### src/rtl/apu_clk_pkg.sv
// Shared constants and AUX bus field layouts for the APU clock/phase front end.
package apu_clk_pkg;

  localparam int DIV_PERIOD = 12;
  localparam int PHI0_HIGH  = 6;
  localparam int DIV_W      = 4;

  localparam int AUX_A_W = 8;
  localparam int AUX_B_W = 15;
  localparam int MIX_W   = 32;

  // Weights are linear DAC approximations scaled by 2^16.
  localparam logic [MIX_W-1:0] W_SQ    = 32'd493;
  localparam logic [MIX_W-1:0] W_TRI   = 32'd558;
  localparam logic [MIX_W-1:0] W_NOISE = 32'd324;
  localparam logic [MIX_W-1:0] W_DMC   = 32'd220;

  typedef struct packed {
    logic [3:0] sq2;
    logic [3:0] sq1;
  } aux_a_t;

  typedef struct packed {
    logic [6:0] dmc;
    logic [3:0] noise;
    logic [3:0] tri_lvl;
  } aux_b_t;

endpackage

### src/rtl/aux_mixer.sv
// Weighted sums of the channel levels, registered once; scale 2^-16.
module aux_mixer
  import apu_clk_pkg::*;
(
  input  logic             clk,
  input  logic             rst,
  input  aux_a_t           aux_a,
  input  aux_b_t           aux_b,
  output logic [MIX_W-1:0] a_out,
  output logic [MIX_W-1:0] b_out
);

  logic [MIX_W-1:0] a_sum_p0;
  logic [MIX_W-1:0] b_sum_p0;
  logic [MIX_W-1:0] a_p1;
  logic [MIX_W-1:0] b_p1;

  function automatic logic [MIX_W-1:0] mix_sq(input aux_a_t a);
    return W_SQ * (MIX_W'(a.sq1) + MIX_W'(a.sq2));
  endfunction

  function automatic logic [MIX_W-1:0] mix_tnd(input aux_b_t b);
    return W_TRI * MIX_W'(b.tri_lvl) + W_NOISE * MIX_W'(b.noise)
         + W_DMC * MIX_W'(b.dmc);
  endfunction

  // Stage p0: combinational weighted sums (max 41170, no overflow)
  always_comb begin
    a_sum_p0 = mix_sq(aux_a);
    b_sum_p0 = mix_tnd(aux_b);
  end

  // Stage p1: output registers; reset clears the mix as well
  always_ff @(posedge clk) begin
    if (rst) begin
      a_p1 <= '0;
      b_p1 <= '0;
    end else begin
      a_p1 <= a_sum_p0;
      b_p1 <= b_sum_p0;
    end
  end

  assign a_out = a_p1;
  assign b_out = b_p1;

endmodule

### src/rtl/aclk_gen.sv
// Master-clock /12 CPU phase generator, /2 APU strobe generator and AUX mixer.
module aclk_gen
  import apu_clk_pkg::*;
(
  input  logic               CLK,
  input  logic               RES,
  output logic               PHI0,
  output logic               PHI1,
  output logic               PHI2,
  output logic               ACLK1,
  output logic               nACLK2,
  input  logic [AUX_A_W-1:0] AUX_A,
  input  logic [AUX_B_W-1:0] AUX_B,
  output logic [MIX_W-1:0]   AOut,
  output logic [MIX_W-1:0]   BOut
);

  localparam logic [DIV_W-1:0] DIV_LAST = DIV_W'(DIV_PERIOD - 1);
  localparam logic [DIV_W-1:0] PHI0_LIM = DIV_W'(PHI0_HIGH);

  logic [DIV_W-1:0] div_cnt;
  logic             aclk_t;

  // aclk_t flips on the 11->0 wrap, so it selects ACLK1 or ACLK2 per CPU cycle
  always_ff @(posedge CLK) begin
    if (RES) begin
      div_cnt <= '0;
      aclk_t  <= 1'b0;
    end else if (div_cnt == DIV_LAST) begin
      div_cnt <= '0;
      aclk_t  <= ~aclk_t;
    end else begin
      div_cnt <= div_cnt + 1'b1;
    end
  end

  always_comb begin
    PHI0   = (div_cnt < PHI0_LIM);
    PHI1   = ~PHI0;
    PHI2   = PHI0;
    ACLK1  = PHI1 & ~aclk_t;
    nACLK2 = ~(PHI1 & aclk_t);
  end

  aux_mixer u_aux_mixer (
    .clk   (CLK),
    .rst   (RES),
    .aux_a (aux_a_t'(AUX_A)),
    .aux_b (aux_b_t'(AUX_B)),
    .a_out (AOut),
    .b_out (BOut)
  );

endmodule

### config.mk
export PLATFORM = sky130hd
export DESIGN_NAME = aclk_gen
export DESIGN_NICKNAME = d
export VERILOG_FILES = /design/src/rtl/apu_clk_pkg.sv /design/src/rtl/aux_mixer.sv /design/src/rtl/aclk_gen.sv
export SDC_FILE = /design/constraint.sdc
export NUM_CORES = 1
export LEC_CHECK = 0
export CAP_MARGIN = 20
export CORE_ASPECT_RATIO = 0.7
export CORE_MARGIN = 1
export CORE_UTILIZATION = 45
export DETAILED_ROUTE_END_ITERATION = 10
export GPL_TIMING_DRIVEN = 0
export HOLD_SLACK_MARGIN = 0.06
export PLACE_DENSITY = 0.74
export SETUP_SLACK_MARGIN = 0.05
export SLEW_MARGIN = 40
export SYNTH_ARGS = -nofsm -noshare
export SYNTH_HDL_FRONTEND = slang
export SYNTH_SLANG_ARGS = --single-unit
### constraint.sdc
create_clock -name CLK -period 12.4 [get_ports CLK]
set_clock_uncertainty 0.1 [all_clocks]
set_input_delay 1.86 -clock CLK [delete_from_list [all_inputs] [get_ports CLK]]
set_output_delay 1.86 -clock CLK [all_outputs]
set_load 0.02 [all_outputs]
==> key figures, run 1 <==
Status
  • Run status: complete, no violations

Critical path
  • CP peak stage delay: 0.61 ns
  • CP Launch Type: input pin
  • Crit-path max FO: 5
  • WP data arrival: 7.12 ns
  • Worst path slowest cell: clkdlybuf4s50_1
  • CP delay by family, top: adder cells
  • Worst path buffer plus inverter count: 4
  • Most frequent CP cell: ha_1
  • Critical Path RT: 12.46 ns
  • R2r startpoint: div_cnt[0]$_SDFF_PP0_
  • Worst setup path start: AUX_B[1]
  • Crit. End Element: register
  • Setup CP Type: input pin to register

Synthesis
  • Synthesis-stage register bit count: 35
  • Number of cells produced by synthesis: 531
  • Mean Syn Cell Area: 8.99 um2
  • Register area share after synthesis: 14.7%
  • FFs w/ async S/R, synth: 0%
  • Synth Warn #: 0
  • Most common flop cell mapped by yosys: dfxtp_1
  • Unique masters post-synth: 50
  • Mapped Area: 4780 um2
  • Number of enable flip-flop cells after synthesis: 0

Route
  • Vias post-DR: 3,650
  • Total routed wirelength: 9.59 mm
  • Post-route ant nets: 0
  • # DRC: 0
  • Vias per cell: 4.78
  • First-pass DRT Iterations: 6
  • WL/cell: 12.6 um
  • Initial DRC Count: 259

Job
  • MaxCap Viol Count: 0

STA
  • Final Cycle Share: 56.9%
  • Tightest Pin Transition: 0.616 ns
  • Post-layout minimum cycle time: 7.06 ns
  • Final setup vio count: 0
  • Slew Limit Fails: 0
  • Setup TNS: 0 ns
  • Fin. Hold Viols: 0
  • Worst slew margin: 58.9%
  • RSZ-0062 raised after global routing: false
  • F_max: 142 MHz

Global route
  • Initial antenna violation count: 0
  • First-pass GRT wire length: 16.3 mm
  • Vias in the first global route: 3,656
  • GR Overflow Total: 0
  • Largest net degree at the start of global routing: 12
  • Gr usage total: 18.3%

Final layout
  • Most frequent cells in the layout: ha_1 (101), inv_1 (84), clkdlybuf4s50_1 (59), nor2_1 (41)
  • Share of layout cells above drive strength 1: 9.35%
  • Most common cell after layout, fill and taps aside: ha_1
  • Layout Cells excl Fill: 763
  • Area grow syn2layout: 22.1%
  • N_diodes: 0
  • Nets: 786

Floorplan
  • Die area: 11,000 um2
  • Io pins: 94
  • Die X: 125 um
  • Core ar.: 10,300 um2
  • Die height: 88.2 um
  • Initial Utilization: 46.3%
  • Cell Rows: 31

Clock tree
  • Hold buffers post-CTS: 0
  • Post-cts sizing count: 0
  • CTS tree: done
  • Clock Path Buffers: 2
  • Reg clk slew, reported paths: 0.06 ns
  • CTS Root Cell: clkbuf_16
  • CTS Sinks: 35
  • H-tree Lvls: 2
  • Clk_lat worst skew: 0.27 ns
  • Num CTS Buffers: 5
  • Post-CTS setup buffer count: 0

Worst hold path
  • Hold_sp: div_cnt[0]$_SDFF_PP0_
  • Hold Crit Class: register to register

Placement
  • Detailed placement HPWL: 8.30 mm
  • Placed Instances: 755
  • GP Congestion: 0.883
  • Port buffer count: 59

Power
  • Leak Pwr: 2.97 nW
  • PwrDens: 240 nW/um2
  • Peak VDD IR: 0.120 mV
-- report_power, final --
part | switching (W) | total, W | leakage, nW | internal [W]
clock network | 0.0000481 | 0.000148 | 0.0868 | 0.000100
logic | 0.000599 | 0.00109 | 2.59 | 0.000489
registers | 0.0000119 | 0.000164 | 0.290 | 0.000153
total | 0.000659 | 0.00140 | 2.97 | 0.000741
-- flip-flops by register name, summed over array words and instances, names as in the netlist --
| register | cells |
|---|---|
| aclk_t | 1 |
| div_cnt | 4 |
| u_aux_mixer.a_out | 15 |
| u_aux_mixer.b_out | 15 |
-- cells in the mapped netlist (all sizes together) (2+ instances only) --
| cell | count | area share, % |
|---|---|---|
| ha | 101 | 26 |
| inv | 84 | 6.6 |
| nor2 | 41 | 3.2 |
| buf | 36 | 5.6 |
| dfxtp | 35 | 15 |
| xnor2 | 31 | 5.7 |
| a21oi | 30 | 3.3 |
| fa | 30 | 13 |
| o21ai | 19 | 2.0 |
| a21o | 17 | 2.7 |
| nor2b | 13 | 1.9 |
| o21a | 12 | 2.1 |
| nand2 | 11 | 0.86 |
| xor2 | 11 | 2.0 |
| nor3 | 9 | 0.94 |
| o21bai | 6 | 0.94 |
| nand2b | 5 | 0.65 |
| nand4 | 4 | 0.52 |
| a211oi | 3 | 0.68 |
| clkbuf | 3 | 0.24 |
| mux2 | 3 | 0.71 |
| o31ai | 3 | 1.0 |
| a2111oi | 2 | 0.37 |
| a221oi | 2 | 0.50 |
| nand3 | 2 | 0.21 |
| nor3b | 2 | 0.31 |
| o211ai | 2 | 0.31 |
| o41ai | 2 | 0.68 |
-- final timing paths --
kind                                                    endpoint  slack, ns  cells past startpoint
worst min register to register             div_cnt[0]$_SDFF_PP0_       0.39                      1
worst max register to register               aclk_t$_SDFFE_PP0P_      11.11                      5
worst min-delay path                       div_cnt[0]$_SDFF_PP0_       0.39                      1
worst max-delay path            u_aux_mixer.b_out[13]$_SDFF_PP0_       5.34                     26
-- cells by family (layout without fill, tap and decap cells) --
kind of cell | Yosys count | after routing | synth area share [%]
compound gates | 104 | 104 | 15.9
other cells | 1 | 34 | 0.0785
mux | 4 | 4 | 0.917
simple gates | 91 | 91 | 9.25
flops | 35 | 35 | 14.7
buf+inv | 123 | 190 | 12.4
xor+xnor | 42 | 42 | 7.70
fa+ha+maj | 131 | 131 | 39.0
-- through the flow --
stage | util (%) | cell area, um2 | power [W] | worst slack [ns] | hold slack (ns)
after global routing | 56.5 | 5830 | 0.00154 | 4.96 | 0.438
after CTS | 56.5 | 5830 | 0.00140 | 5.34 | 0.386
after global placement | 54.8 | 5660 | 0.00121 | 5.19 | 0.345
final | 56.5 | 5830 | 0.00140 | 5.34 | 0.391
after detailed placement | 54.8 | 5660 | 0.00124 | 5.07 | 0.372
after floorplan | - | 4900 | 0.00100 | 6.18 | 0.333
-- layer usage --
metal	GRT usage [%]	wire, um	up-vias
met3	2.08	336	10
met5	0	0	-
met4	3.99	103	0
li1	-	-	1909
met2	31.7	4330	80
met1	24.7	4820	1651
-- area by class of cell --
class | instances | area (um2)
Inverter | 84 | 315
Buffer | 39 | 278
Fill cell | 926 | 4490
Sequential cell | 35 | 701
Multi-Input combinational cell | 406 | 3610
Clock buffer | 6 | 139
Clock inverter | 2 | 35.0
Tap cell | 132 | 165
Timing Repair Buffer | 59 | 591
Power figures use the tool's default switching activity.
==> run 2: changes to the inputs <==
--- a/config.mk
+++ b/config.mk
@@ -12,7 +12,7 @@
 export DETAILED_ROUTE_END_ITERATION = 10
 export GPL_TIMING_DRIVEN = 0
 export HOLD_SLACK_MARGIN = 0.06
-export PLACE_DENSITY = 0.74
+export PLACE_DENSITY = 0.77
 export SETUP_SLACK_MARGIN = 0.05
 export SLEW_MARGIN = 40
 export SYNTH_ARGS = -nofsm -noshare
==> constraint.sdc (replaced) <==
create_clock -name CLK -period 6.4 [get_ports CLK]
set_clock_uncertainty 0.1 [all_clocks]
set_input_delay 0.96 -clock CLK [delete_from_list [all_inputs] [get_ports CLK]]
set_output_delay 0.96 -clock CLK [all_outputs]
set_load 0.02 [all_outputs]
==> run 2 against run 1 <==
  * Via count increased by 3.2%
  * Routed wire length increased by 6.6%
  * Power increased by 95%
  * Utilization decreased by 0.22 points
  * Sequential cell count unchanged
==> key figures, run 2 (synthesis results as in run 1) <==
Final layout
  • Area grow syn2layout: 21.6%
  • Share of layout cells above drive strength 1: 9.21% (-0.14 points)
  • Most common cell after layout, fill and taps aside: ha_1
  • Most frequent cells in the layout: ha_1 (101), inv_1 (84), clkdlybuf4s50_1 (56), nor2_1 (41)
  • N_diodes: 0 (unchanged)
  • Design area: 5810 um2 (-0.39%)
  • Final Util: 56.3% (-0.22 points)
  • Nets: 786 (unchanged)

Floorplan
  • Core ar.: 10,300 um2 (unchanged)
  • Die area: 11,000 um2 (unchanged)
  • Io pins: 94 (unchanged)
  • Die X: 125 um (unchanged)
  • Initial Utilization: 46.3% (unchanged)
  • Cell Rows: 31 (unchanged)
  • Die height: 88.2 um (unchanged)

Global route
  • Initial antenna violation count: 0 (unchanged)
  • First-pass GRT wire length: 17.2 mm (+5.6%)
  • Gr usage total: 19.5% (+1.2 points)
  • GR Overflow Total: 0 (unchanged)
  • Largest net degree at the start of global routing: 11 (-1)
  • Vias in the first global route: 3,751 (+2.6%)

STA
  • RSZ-0062 raised after global routing: false
  • F_max: 169 MHz
  • Worst slew margin: 58.2% (-0.70 points)
  • PnR worst setup slack: 0.489 ns (-4.85 ns)
  • Final Cycle Share: 92.4%
  • Hold_ws: 0.379 ns (-0.0127 ns)
  • Final setup vio count: 0 (unchanged)
  • Slew Limit Fails: 0 (unchanged)
  • Post-layout minimum cycle time: 5.91 ns
  • Fin. Hold Viols: 0 (unchanged)
  • Tightest Pin Transition: 0.627 ns (+0.0104 ns)

Critical path
  • Crit path depth: 26 (unchanged)
  • Crit. End Element: register
  • R2r startpoint: div_cnt[1]$_SDFF_PP0_
  • Worst path slowest cell: fa_1
  • CP delay by family, top: adder cells
  • Most frequent CP cell: ha_1
  • WP data arrival: 5.97 ns (-1.15 ns)
  • CP peak stage delay: 0.56 ns (-0.05 ns)
  • Worst path buffer plus inverter count: 4 (unchanged)
  • Crit-path max FO: 5 (unchanged)
  • R2R depth: 5 (unchanged)
  • Reg-to-reg endpoint: aclk_t$_SDFFE_PP0P_
  • Setup CP Type: input pin to register
  • CP Launch Type: input pin
  • R2R setup slack: 5.05 ns (-6.06 ns)
  • Critical Path RT: 6.46 ns (-6.00 ns)

Clock tree
  • CTS tree: done
  • Reg clk slew, reported paths: 0.05 ns (about the same)
  • Clk_lat worst skew: 0.27 ns (about the same)
  • CTS Sinks: 35 (unchanged)
  • Num CTS Buffers: 5 (unchanged)
  • H-tree Lvls: 2 (unchanged)
  • Hold buffers post-CTS: 0 (unchanged)
  • CTS Root Cell: clkbuf_16
  • Clock Path Buffers: 2 (unchanged)

Power
  • Sw Pwr: 0.00133 W (+100%)
  • Leak Pwr: 2.99 nW (+0.45%)
  • PwrDens: 470 nW/um2 (+96%)
  • Peak VDD IR: 0.186 mV (+55%)
  • Switching Share: 48.8% (+1.8 points)
  • Int Power: 0.00140 W (+89%)
  • Register share of total power: 11.6% (about the same)
  • Clock share of power: 8.8% (-1.8 points)
  • Power Total: 0.00273 W (+95%)
  • Comb power frac: 79.6% (+1.9 points)

Placement
  • Detailed placement HPWL: 8.74 mm (+5.4%)
  • Area after detailed placement: 5660 um2 (unchanged)
  • Port buffer count: 59 (unchanged)
  • DP Worst Slack: -0.107 ns (-5.18 ns)
  • GP Congestion: 0.854 (-3.3%)

Worst hold path
  • Hold Crit Class: register to register
  • Hold depth: 1 (unchanged)
  • Hold_sp: div_cnt[0]$_SDFF_PP0_
  • Worst hold path endpoint: div_cnt[0]$_SDFF_PP0_

Status
  • Run status: complete, no violations

Route
  • # DRC: 0 (unchanged)
  • First-pass DRT Iterations: 6 (unchanged)
  • Vias per cell: 4.94 (+3.3%)
  • Vias post-DR: 3,767 (+3.2%)
  • Initial DRC Count: 211 (-19%)
  • Total routed wirelength: 10.2 mm (+6.6%)
  • Post-route ant nets: 0 (unchanged)
  • WL/cell: 13.4 um (+6.7%)

Job
  • MaxCap Viol Count: 0 (unchanged)
-- run 2: cell count changes in the layout (fill, tap and decap cells not counted) --
cell,change
clkdlybuf4s50_1,-3
dlymetal6s2s_1,+3
bufinv_16,-1
-- run 2: metrics by stage --
step	TNS, ns	instances
5_1_grt	0	762
4_1_cts	0	762
2_1_floorplan	0	564
3_5_place_dp	-0.154	755
6_report	0	762
3_3_place_gp	0	755
-- run 2: power by group through the flow --
stage / Combinational, W / Clock (W) / Sequential, W
after floorplan: 0.00155 / 0 / 0.000398
after global placement: 0.00202 / 0 / 0.000321
final: 0.00217 / 0.000241 / 0.000317
after global routing: 0.00240 / 0.000256 / 0.000323
after CTS: 0.00215 / 0.000246 / 0.000318
after detailed placement: 0.00212 / 0 / 0.000323
-- run 2: metal layers --
layer  up-vias  track usage, %  part of all wire (%)
met3         8            2.26                   3.9
met5         -               0                     0
met1      1760            24.7                    47
met2        96            36.4                    48
met4         0            3.88                  0.72
li1       1903               -                     -
-- run 2: final cells by class --
class | count | area [um2]
inverter | 84 | 315
sequential | 35 | 701
fill | 878 | 4510
multi-input combinational | 406 | 3610
clock inverter | 1 | 5.00
clock buffer | 6 | 139
tap | 132 | 165
buffer | 39 | 278
timing repair buffer | 59 | 598
-- run 2: what timing repair did --
action / in CTS / in global routing
gates resized for setup: 0 / 3
endpoints found under the hold margin: 0 / 0
setup endpoints to repair: 0 / 2
setup buffers: 0 / 0
-- run 2: worst max path at each step --
stage / from / to / slack (ns)
after floorplan: AUX_B[1] / u_aux_mixer.b_out[13]$_SDFF_PP0_ / 1.08
after global placement: AUX_B[1] / u_aux_mixer.b_out[14]$_SDFF_PP0_ / 0.09
after detailed placement: AUX_B[1] / u_aux_mixer.b_out[13]$_SDFF_PP0_ / -0.11
after CTS: AUX_B[1] / u_aux_mixer.b_out[13]$_SDFF_PP0_ / 0.15
after global routing: AUX_B[1] / u_aux_mixer.b_out[13]$_SDFF_PP0_ / 0.23
final: AUX_B[1] / u_aux_mixer.b_out[13]$_SDFF_PP0_ / 0.49
==> run 3: changes to the inputs <==
--- a/config.mk
+++ b/config.mk
@@ -5,15 +5,17 @@
 export SDC_FILE = /design/constraint.sdc
 export NUM_CORES = 1
 export LEC_CHECK = 0
+export ABC_AREA = 1
 export CAP_MARGIN = 20
 export CORE_ASPECT_RATIO = 0.7
 export CORE_MARGIN = 1
 export CORE_UTILIZATION = 45
+export CTS_CLUSTER_DIAMETER = 40
 export DETAILED_ROUTE_END_ITERATION = 10
 export GPL_TIMING_DRIVEN = 0
 export HOLD_SLACK_MARGIN = 0.06
-export PLACE_DENSITY = 0.77
-export SETUP_SLACK_MARGIN = 0.05
+export PLACE_DENSITY = 0.76
+export SETUP_SLACK_MARGIN = 0.02
 export SLEW_MARGIN = 40
 export SYNTH_ARGS = -nofsm -noshare
 export SYNTH_HDL_FRONTEND = slang
==> run 3 against run 2 <==
  * Count of clock-buffer cells in the layout stayed put
  * Power is 7.5% higher
  * Sequential cell count stayed put
  * Die area grew 12%
  * Highest routed layer unchanged
==> key figures, run 3 <==
Status
  • Run status: complete, no violations

Clock tree
  • Clk_lat worst skew: 0.29 ns (+0.02 ns)
  • H-tree Lvls: 2 (unchanged)
  • CTS Sinks: 35 (unchanged)
  • Clock Path Buffers: 2 (unchanged)
  • CTS Root Cell: clkbuf_16
  • Post-CTS setup buffer count: 0 (unchanged)
  • Num CTS Buffers: 5 (unchanged)
  • CTS tree: done
  • Reg clk slew, reported paths: 0.06 ns (about the same)
  • Hold buffers post-CTS: 0 (unchanged)
  • Post-cts sizing count: 0 (unchanged)

Final layout
  • N_diodes: 0 (unchanged)
  • Fillers: 1,116 (+27%)
  • Most frequent cells in the layout: nand2_1 (189), inv_1 (165), ha_1 (101), nor2_1 (69), clkdlybuf4s50_1 (59)
  • Share of layout cells above drive strength 1: 6.48% (-2.7 points)
  • Nets: 1,035 (+32%)
  • Area grow syn2layout: 20.2%
  • Most common cell after layout, fill and taps aside: nand2_1

Critical path
  • WP data arrival: 5.68 ns (-0.29 ns)
  • CP Launch Type: input pin
  • R2R depth: 3 (-2)
  • Crit. End Element: register
  • Worst path slowest cell: clkdlybuf4s50_1
  • Worst path buffer plus inverter count: 5 (+1)
  • Reg-to-reg endpoint: div_cnt[2]$_SDFF_PP0_
  • Crit-path max FO: 5 (unchanged)
  • Critical path endpoint: u_aux_mixer.b_out[13]$_SDFF_PP0_
  • Worst setup path start: AUX_B[1]
  • Critical Path RT: 6.48 ns (+0.02 ns)
  • R2R setup slack: 5.29 ns (+0.24 ns)
  • Crit path depth: 27 (+3.8%)
  • CP peak stage delay: 0.60 ns (+0.04 ns)
  • CP delay by family, top: adder cells
  • Setup CP Type: input pin to register
  • R2r startpoint: div_cnt[0]$_SDFF_PP0_

STA
  • Setup TNS: 0 ns (unchanged)
  • Slew Limit Fails: 0 (unchanged)
  • Fin. Hold Viols: 0 (unchanged)
  • Final Cycle Share: 87.5% (-4.8 points)
  • F_max: 178 MHz (+5.5%)
  • Post-layout minimum cycle time: 5.60 ns (-0.307 ns)
  • Final setup vio count: 0 (unchanged)
  • Hold_ws: 0.350 ns (-0.0286 ns)
  • RSZ-0062 raised after global routing: false
  • Tightest Pin Transition: 0.652 ns (+0.0249 ns)
  • Worst slew margin: 56.4% (-1.8 points)

Synthesis
  • Area fraction of the dominant cell type after synthesis: 23.6% (-2.9 points)
  • Number of enable flip-flop cells after synthesis: 0 (unchanged)
  • Mean Syn Cell Area: 6.86 um2 (-24%)
  • Unique masters post-synth: 34 (-32%)
  • Largest area contributor in the netlist: ha_1
  • Synth Warn #: 0 (unchanged)
  • Synthesis-stage register bit count: 35 (unchanged)
  • Mapped Area: 5350 um2 (+12%)
  • Most common flop cell mapped by yosys: dfxtp_1
  • FFs w/ async S/R, synth: 0% (unchanged)
  • Synth top cells by count: nand2_1 (189), inv_1 (165), ha_1 (101), nor2_1 (69), nand3_1 (40)
  • Number of cells produced by synthesis: 780 (+47%)
  • Most common cell in the netlist: nand2_1
  • Largest cells by area after synthesis: ha_1 (24%), nand2_1 (13%), dfxtp_1 (13%), inv_1 (12%), fa_1 (11%)
  • Register area share after synthesis: 13.1% (-1.6 points)

Route
  • Post-route ant nets: 0 (unchanged)
  • Vias post-DR: 4,708 (+25%)
  • # DRC: 0 (unchanged)
  • Total routed wirelength: 11.7 mm (+15%)
  • Initial DRC Count: 360 (+71%)
  • WL/cell: 11.4 um (-15%)
  • Vias per cell: 4.56 (-7.8%)
  • First-pass DRT Iterations: 5 (-1)

Placement
  • Port buffer count: 59 (unchanged)
  • Detailed placement HPWL: 10.2 mm (+16%)
  • GP Congestion: 0.909 (+6.4%)

Floorplan
  • Die height: 93.3 um (+5.7%)
  • Initial Utilization: 47.4% (+1.1 points)
  • Die X: 132 um (+5.8%)
  • Cell Rows: 32 (+3.2%)
  • Core ar.: 11,300 um2 (+9.4%)
  • Die area: 12,300 um2 (+12%)
  • Io pins: 94 (unchanged)

Global route
  • Gr usage total: 20.1% (+0.58 points)
  • First-pass GRT wire length: 20.0 mm (+16%)
  • GR Overflow Total: 0 (unchanged)
  • Vias in the first global route: 4,256 (+13%)
  • Initial antenna violation count: 0 (unchanged)
  • Largest net degree at the start of global routing: 13 (+2)

Power
  • Power Total: 0.00294 W (+7.5%)
  • Leak Pwr: 3.76 nW (+26%)
  • PwrDens: 456 nW/um2 (-3.0%)
  • Peak VDD IR: 0.217 mV (+17%)

Worst hold path
  • Hold Crit Class: register to register

Job
  • MaxCap Viol Count: 0 (unchanged)
==> run 3: cell types whose count changed after synthesis, moves of 11 or more <==
cell,before,now
xnor2_1,31,7
nor2b_1,11,0
nand3_1,2,40
nor2_1,41,69
a21o_1,17,2
inv_1,84,165
nand2_1,11,189
==> run 3: final cells by class <==
class                      instances  area, um2  area share, %
clock buffer                       6        139           2.16
clock inverter                     2       38.8          0.603
inverter                         167        627           9.74
buffer                            38        275           4.28
timing repair buffer              59        591           9.18
sequential                        35        701           10.9
tap                              153        191           2.97
multi-input combinational        573       3870           60.2
==> run 3: power by group <==
group          switching [W]  internal (W)  total (W)  leakage [nW]
combinational        0.00146      0.000868    0.00233          3.38
clock              0.0000973      0.000196   0.000293        0.0875
sequential         0.0000216      0.000294   0.000316         0.291
==> run 3: through the flow <==
stage                     instances  instance area, um2  setup WS, ns  utilization [%]
final                          1033                6440         0.797             57.0
after floorplan                 813                5480          1.69                -
after detailed placement       1025                6260         0.535             55.4
after global placement         1025                6260         0.602             55.4
after global routing           1033                6440         0.401             57.0
after CTS                      1033                6440         0.825             57.0
==> run 3: cell families after synthesis <==
| group | Yosys count | synth area share (%) |
|---|---|---|
| and+or+nand+nor | 318 | 24.4 |
| buffers and inverters | 205 | 16.9 |
| adders and majority gates | 131 | 34.8 |
| AOI/OAI and AO/OA | 66 | 6.80 |
| DFF | 35 | 13.1 |
| xor gates and xnor gates | 24 | 3.93 |
| other | 1 | 0.0701 |
==> run 3: how the worst min path moves through the flow <==
stage	cells past startpoint	endpoint	startpoint
floorplan	1	div_cnt[0]$_SDFF_PP0_	div_cnt[0]$_SDFF_PP0_
global placement	1	div_cnt[0]$_SDFF_PP0_	div_cnt[0]$_SDFF_PP0_
detailed placement	1	div_cnt[0]$_SDFF_PP0_	div_cnt[0]$_SDFF_PP0_
CTS	1	div_cnt[0]$_SDFF_PP0_	div_cnt[0]$_SDFF_PP0_
global route	1	div_cnt[0]$_SDFF_PP0_	div_cnt[0]$_SDFF_PP0_
finish	1	div_cnt[0]$_SDFF_PP0_	div_cnt[0]$_SDFF_PP0_
==> run 3: metal layers <==
layer / vias to the layer above / global-route usage (%) / wire (um)
met4: 0 / 2.20 / 45
met5: - / 0 / 0
met2: 125 / 28.8 / 4420
met1: 2035 / 31.4 / 6430
li1: 2543 / - / -
met3: 5 / 3.79 / 835
